## config.mk

```make
export PLATFORM = sky130hd
export DESIGN_NAME = xtea_out_serializer
export DESIGN_NICKNAME = d
export VERILOG_FILES = /design/src/rtl/xtea_out_serializer.sv
export SDC_FILE = /design/constraint.sdc
export NUM_CORES = 1
export LEC_CHECK = 0
export ABC_AREA = 1
export CAP_MARGIN = 20
export CORE_UTILIZATION = 40
export CTS_CLUSTER_DIAMETER = 80
export DETAILED_ROUTE_END_ITERATION = 16
export PLACE_DENSITY = 0.66
export SLEW_MARGIN = 20
export SYNTH_ARGS = -nofsm -noshare
export SYNTH_HDL_FRONTEND = slang
export SYNTH_SLANG_ARGS = --single-unit
```

## constraint.sdc

```tcl
create_clock -name clock -period 7.4 [get_ports clock]
set_clock_uncertainty 0.2 [all_clocks]
set_input_delay 0.74 -clock clock [delete_from_list [all_inputs] [get_ports clock]]
set_output_delay 0.74 -clock clock [all_outputs]
set_load 0.1 [all_outputs]
```

## src/rtl/xtea_out_serializer.sv

```systemverilog
// xtea_out_serializer: buffers xtea result blocks and streams them as 32-bit words; XTEA_SER_MSW_FIRST_EN selects MSW-first word order.
module xtea_out_serializer #(
  parameter int DEPTH = 2
) (
  input  logic         clock,
  input  logic         reset,
  input  logic [127:0] blk_in,
  input  logic         blk_valid,
  output logic         busy,
  output logic [31:0]  word_out,
  output logic         word_valid,
  input  logic         word_ready,
  output logic         word_last,
  output logic         overflow
);
  localparam int PW = $clog2(DEPTH);
  localparam int CW = PW + 1;
  localparam logic [CW-1:0] FULL = CW'(DEPTH);
  typedef enum logic {IDLE, SEND} state_t;
  state_t state, state_n;
  logic [127:0] mem [DEPTH];
  logic [PW-1:0] wp, rp;
  logic [CW-1:0] cnt, cnt_n;
  logic [1:0] idx, sel;
  logic pop, push, xfer;
  logic [127:0] head;
  always_comb begin
    word_valid = state == SEND;
    xfer = word_valid & word_ready;
    pop = xfer & (idx == 2'd3);
    push = blk_valid & ((cnt != FULL) | pop);
    cnt_n = cnt + CW'(push) - CW'(pop);
    state_n = (cnt_n != '0) ? SEND : IDLE;
    head = mem[rp];
`ifdef XTEA_SER_MSW_FIRST_EN
    sel = ~idx;
`else
    sel = idx;
`endif
    word_out = word_valid ? head[{sel, 5'b0} +: 32] : '0;
    word_last = word_valid & (idx == 2'd3);
    busy = cnt == FULL;
  end
  always_ff @(posedge clock or posedge reset) begin
    if (reset) begin
      state <= IDLE;
      wp <= '0;
      rp <= '0;
      cnt <= '0;
      idx <= '0;
      overflow <= 1'b0;
    end else begin
      state <= state_n;
      cnt <= cnt_n;
      if (push) wp <= wp + 1'b1;
      if (pop) rp <= rp + 1'b1;
      if (xfer) idx <= idx + 1'b1;
      overflow <= overflow | (blk_valid & ~push);
    end
  end
  always_ff @(posedge clock) begin
    if (push) mem[wp] <= blk_in;
  end
endmodule
```

==> results.json <==
{
  "numCtsBuffers": 29,
  "yosys_warnings": 0,
  "drive_gt1_share_pct": 4.61,
  "mostFrequentLayoutCells": "nand2_1 (328), inv_1 (261), edfxtp_1 (256), clkdlybuf4s50_1 (167), nand3_1 (162)",
  "r2r_start": "idx[1]",
  "synth.net_count": 1282,
  "netlist_area_sq_um": 11500,
  "powerDensity_nw_per_um2": 477,
  "cts_tree": "yes",
  "wl_per_cell_microns": 15.2,
  "synth-compound-area-share_pct": 0.109,
  "core_area_sq_um": 28000,
  "min_path_type": "in2async",
  "die_w_microns": 172,
  "clock_latency_ns": 0.53,
  "setup_viol": 0,
  "max_freq_mhz": 200,
  "antenna_found_initial": 1,
  "grt_overflow": 0,
  "drc_errors": 0,
  "syn_inst": 1148,
  "ant_nets": 0,
  "worstSetupEndpointType": "output pin",
  "tns_ns": 0,
  "firstDrtPassIters": 5,
  "synth_top_area_cell": "edfxtp_1",
  "grt_pass1_vias": 7499,
  "ys_ff_latch": 264,
  "cts_setup_buffers": 0,
  "dr_wl_met3_mm": 1.57,
  "grt_usage_pct": 17.5,
  "hold_viol_final": 0,
  "instances_no_fill": 1702,
  "viasPerCell": 4.63,
  "final_common_cell": "nand2_1",
  "initial_core_util_pct": 41.1,
  "top_layer": "met4",
  "fillCellCount": 2444,
  "grt_max_degree": 88,
  "wl_met1_mm": 11.4,
  "tightest_slew_ns": 1.08,
  "drv_slew": 0,
  "clk_pin_slew_worst_paths_ns": 0.06,
  "drt_iter0_drc": 613,
  "maxSlewHeadroom_pct": 28.3,
  "io_buffers": 167,
  "synth_area_leaders": "edfxtp_1 (67%), nand2_1 (11%), inv_1 (8.5%), nand3_1 (7.0%), nor2_1 (2.2%)",
  "leakagePower_nw": 6.38,
  "crit_path_start": "rp",
  "synth_mux_area_share_pct": 0.0978,
  "grt_pass1_wl_mm": 39.8,
  "root_buffer": "clkbuf_16",
  "vias": 7878,
  "fin_crit_ns": 5.00,
  "synthAdderAreaFrac_pct": 0.217,
  "worstSetupPathType": "reg2out",
  "ios": 168,
  "syn_to_final_growth_pct": 25.3,
  "diodes": 0,
  "wirelength_mm": 25.9,
  "wl_met2_mm": 12.3,
  "rsz0062_at_grt": "false",
  "synth-simple-area-share_pct": 20.1,
  "start_kind": "flop",
  "critPathRequiredTime_ns": 6.46,
  "cts_resized": 0,
  "nets": 1437,
  "pre_cts_slack_ns": 2.90,
  "max_cap_viol_count": 0,
  "postSynthAreaPerCell_sq_um": 10.0,
  "die_h_microns": 172,
  "synth_top_area_share_pct": 66.8,
  "clock_path_buffers": 3,
  "peakVddDrop_mv": 0.472,
  "placed_cells": 1650,
  "finalWorstSetupSlack_ns": 2.40,
  "ys_seq_area_share_pct": 68.5,
  "synth_top_family_by_area": "simple AND/OR/NAND/NOR gates",
  "synthXorXnorAreaFrac_pct": 0.228,
  "cts_hold_buf": 0,
  "critPathMaxFanout": 84,
  "synth.distinct_cells": 17,
  "dieArea_sq_um": 29500,
  "cts_sinks": 264,
  "rows": 61,
  "min_period_over_period_pct": 67.6,
  "place.gp.congestion": 0.760,
  "cts-htree-levels": 1,
  "status": "completed",
  "arrival_ns": 4.06,
  "hpwl_mm": 15.3
}
## kinds of logic (layout without fill, tap and decap cells)
group,count (synthesis),after routing
simple gates,560,560
flops,264,264
fa+ha+maj,2,2
xor+xnor,3,3
buf+inv,316,492
mux,1,1
compound gates,2,2
## cell type report
type                       count  area, sq um  share of cell area, %
clock buffer                  32          737                   5.11
clock inverter                20          184                   1.28
inverter                     263          990                   6.86
multi-input combinational    568         2400                   16.6
sequential                   264         7890                   54.7
tap                          378          473                   3.28
timing repair buffer         177         1750                   12.1
## where the power goes
group	internal [mW]	total (mW)	switching, mW
combinational	0.784	3.30	2.51
clock	0.819	1.38	0.560
sequential	2.06	2.20	0.145
total	3.66	6.88	3.22
## path summary, 6_finish.rpt
check | to | slack (ns) | cells after the start
max | word_out[19] | 2.40 | 8
min | rp | 0.25 | 2
max reg2reg | mem[0][102] | 3.30 | 9
min reg2reg | overflow | 0.30 | 1
max in group asynchronous | rp | 6.48 | 2
min in group clock | overflow | 0.30 | 1
## registers in the layout, summed over array words and instances, names as in the netlist
name and cells:
overflow 1, rp 1, mem 256, idx 2, cnt 2, word_valid 1, wp 1
## synthesized netlist by cell type, drive strengths merged
master	n
clkbuf	6
xor2	3
nand3	162
o21bai	1
dfrtp	8
nand2	328
a21oi	1
nand3b	1
or2	1
edfxtp	256
nor2	68
inv	263
mux2	1
buf	47
ha	2
## worst max-delay path, stage by stage, from the launching register on
cell and delay, ns:
dfrtp_4 0.68, inv_4 0.46, buf_4 0.79, nand2_1 0.12
nand3_1 0.12, nand2_1 0.07, nor2_1 0.11, nor2_1 0.07
clkdlybuf4s50_1 0.96
## routing by layer
metal  up-vias  track usage [%]
li1       3898                -
met1      3698             24.0
met2       245             29.1
met3        37             2.69
met4         0             4.35
met5         -                0
## stage by stage
step	total power, mW	hold WS [ns]	cell area [sq um]	util, %
2_1_floorplan	4.73	0.292	11500	-
3_3_place_gp	5.53	0.261	13500	48.2
3_5_place_dp	5.55	0.279	13500	48.2
4_1_cts	6.94	0.252	14400	51.5
5_1_grt	7.24	0.272	14400	51.5
6_report	6.88	0.253	14400	51.5
(Power assumes the default switching activity.)
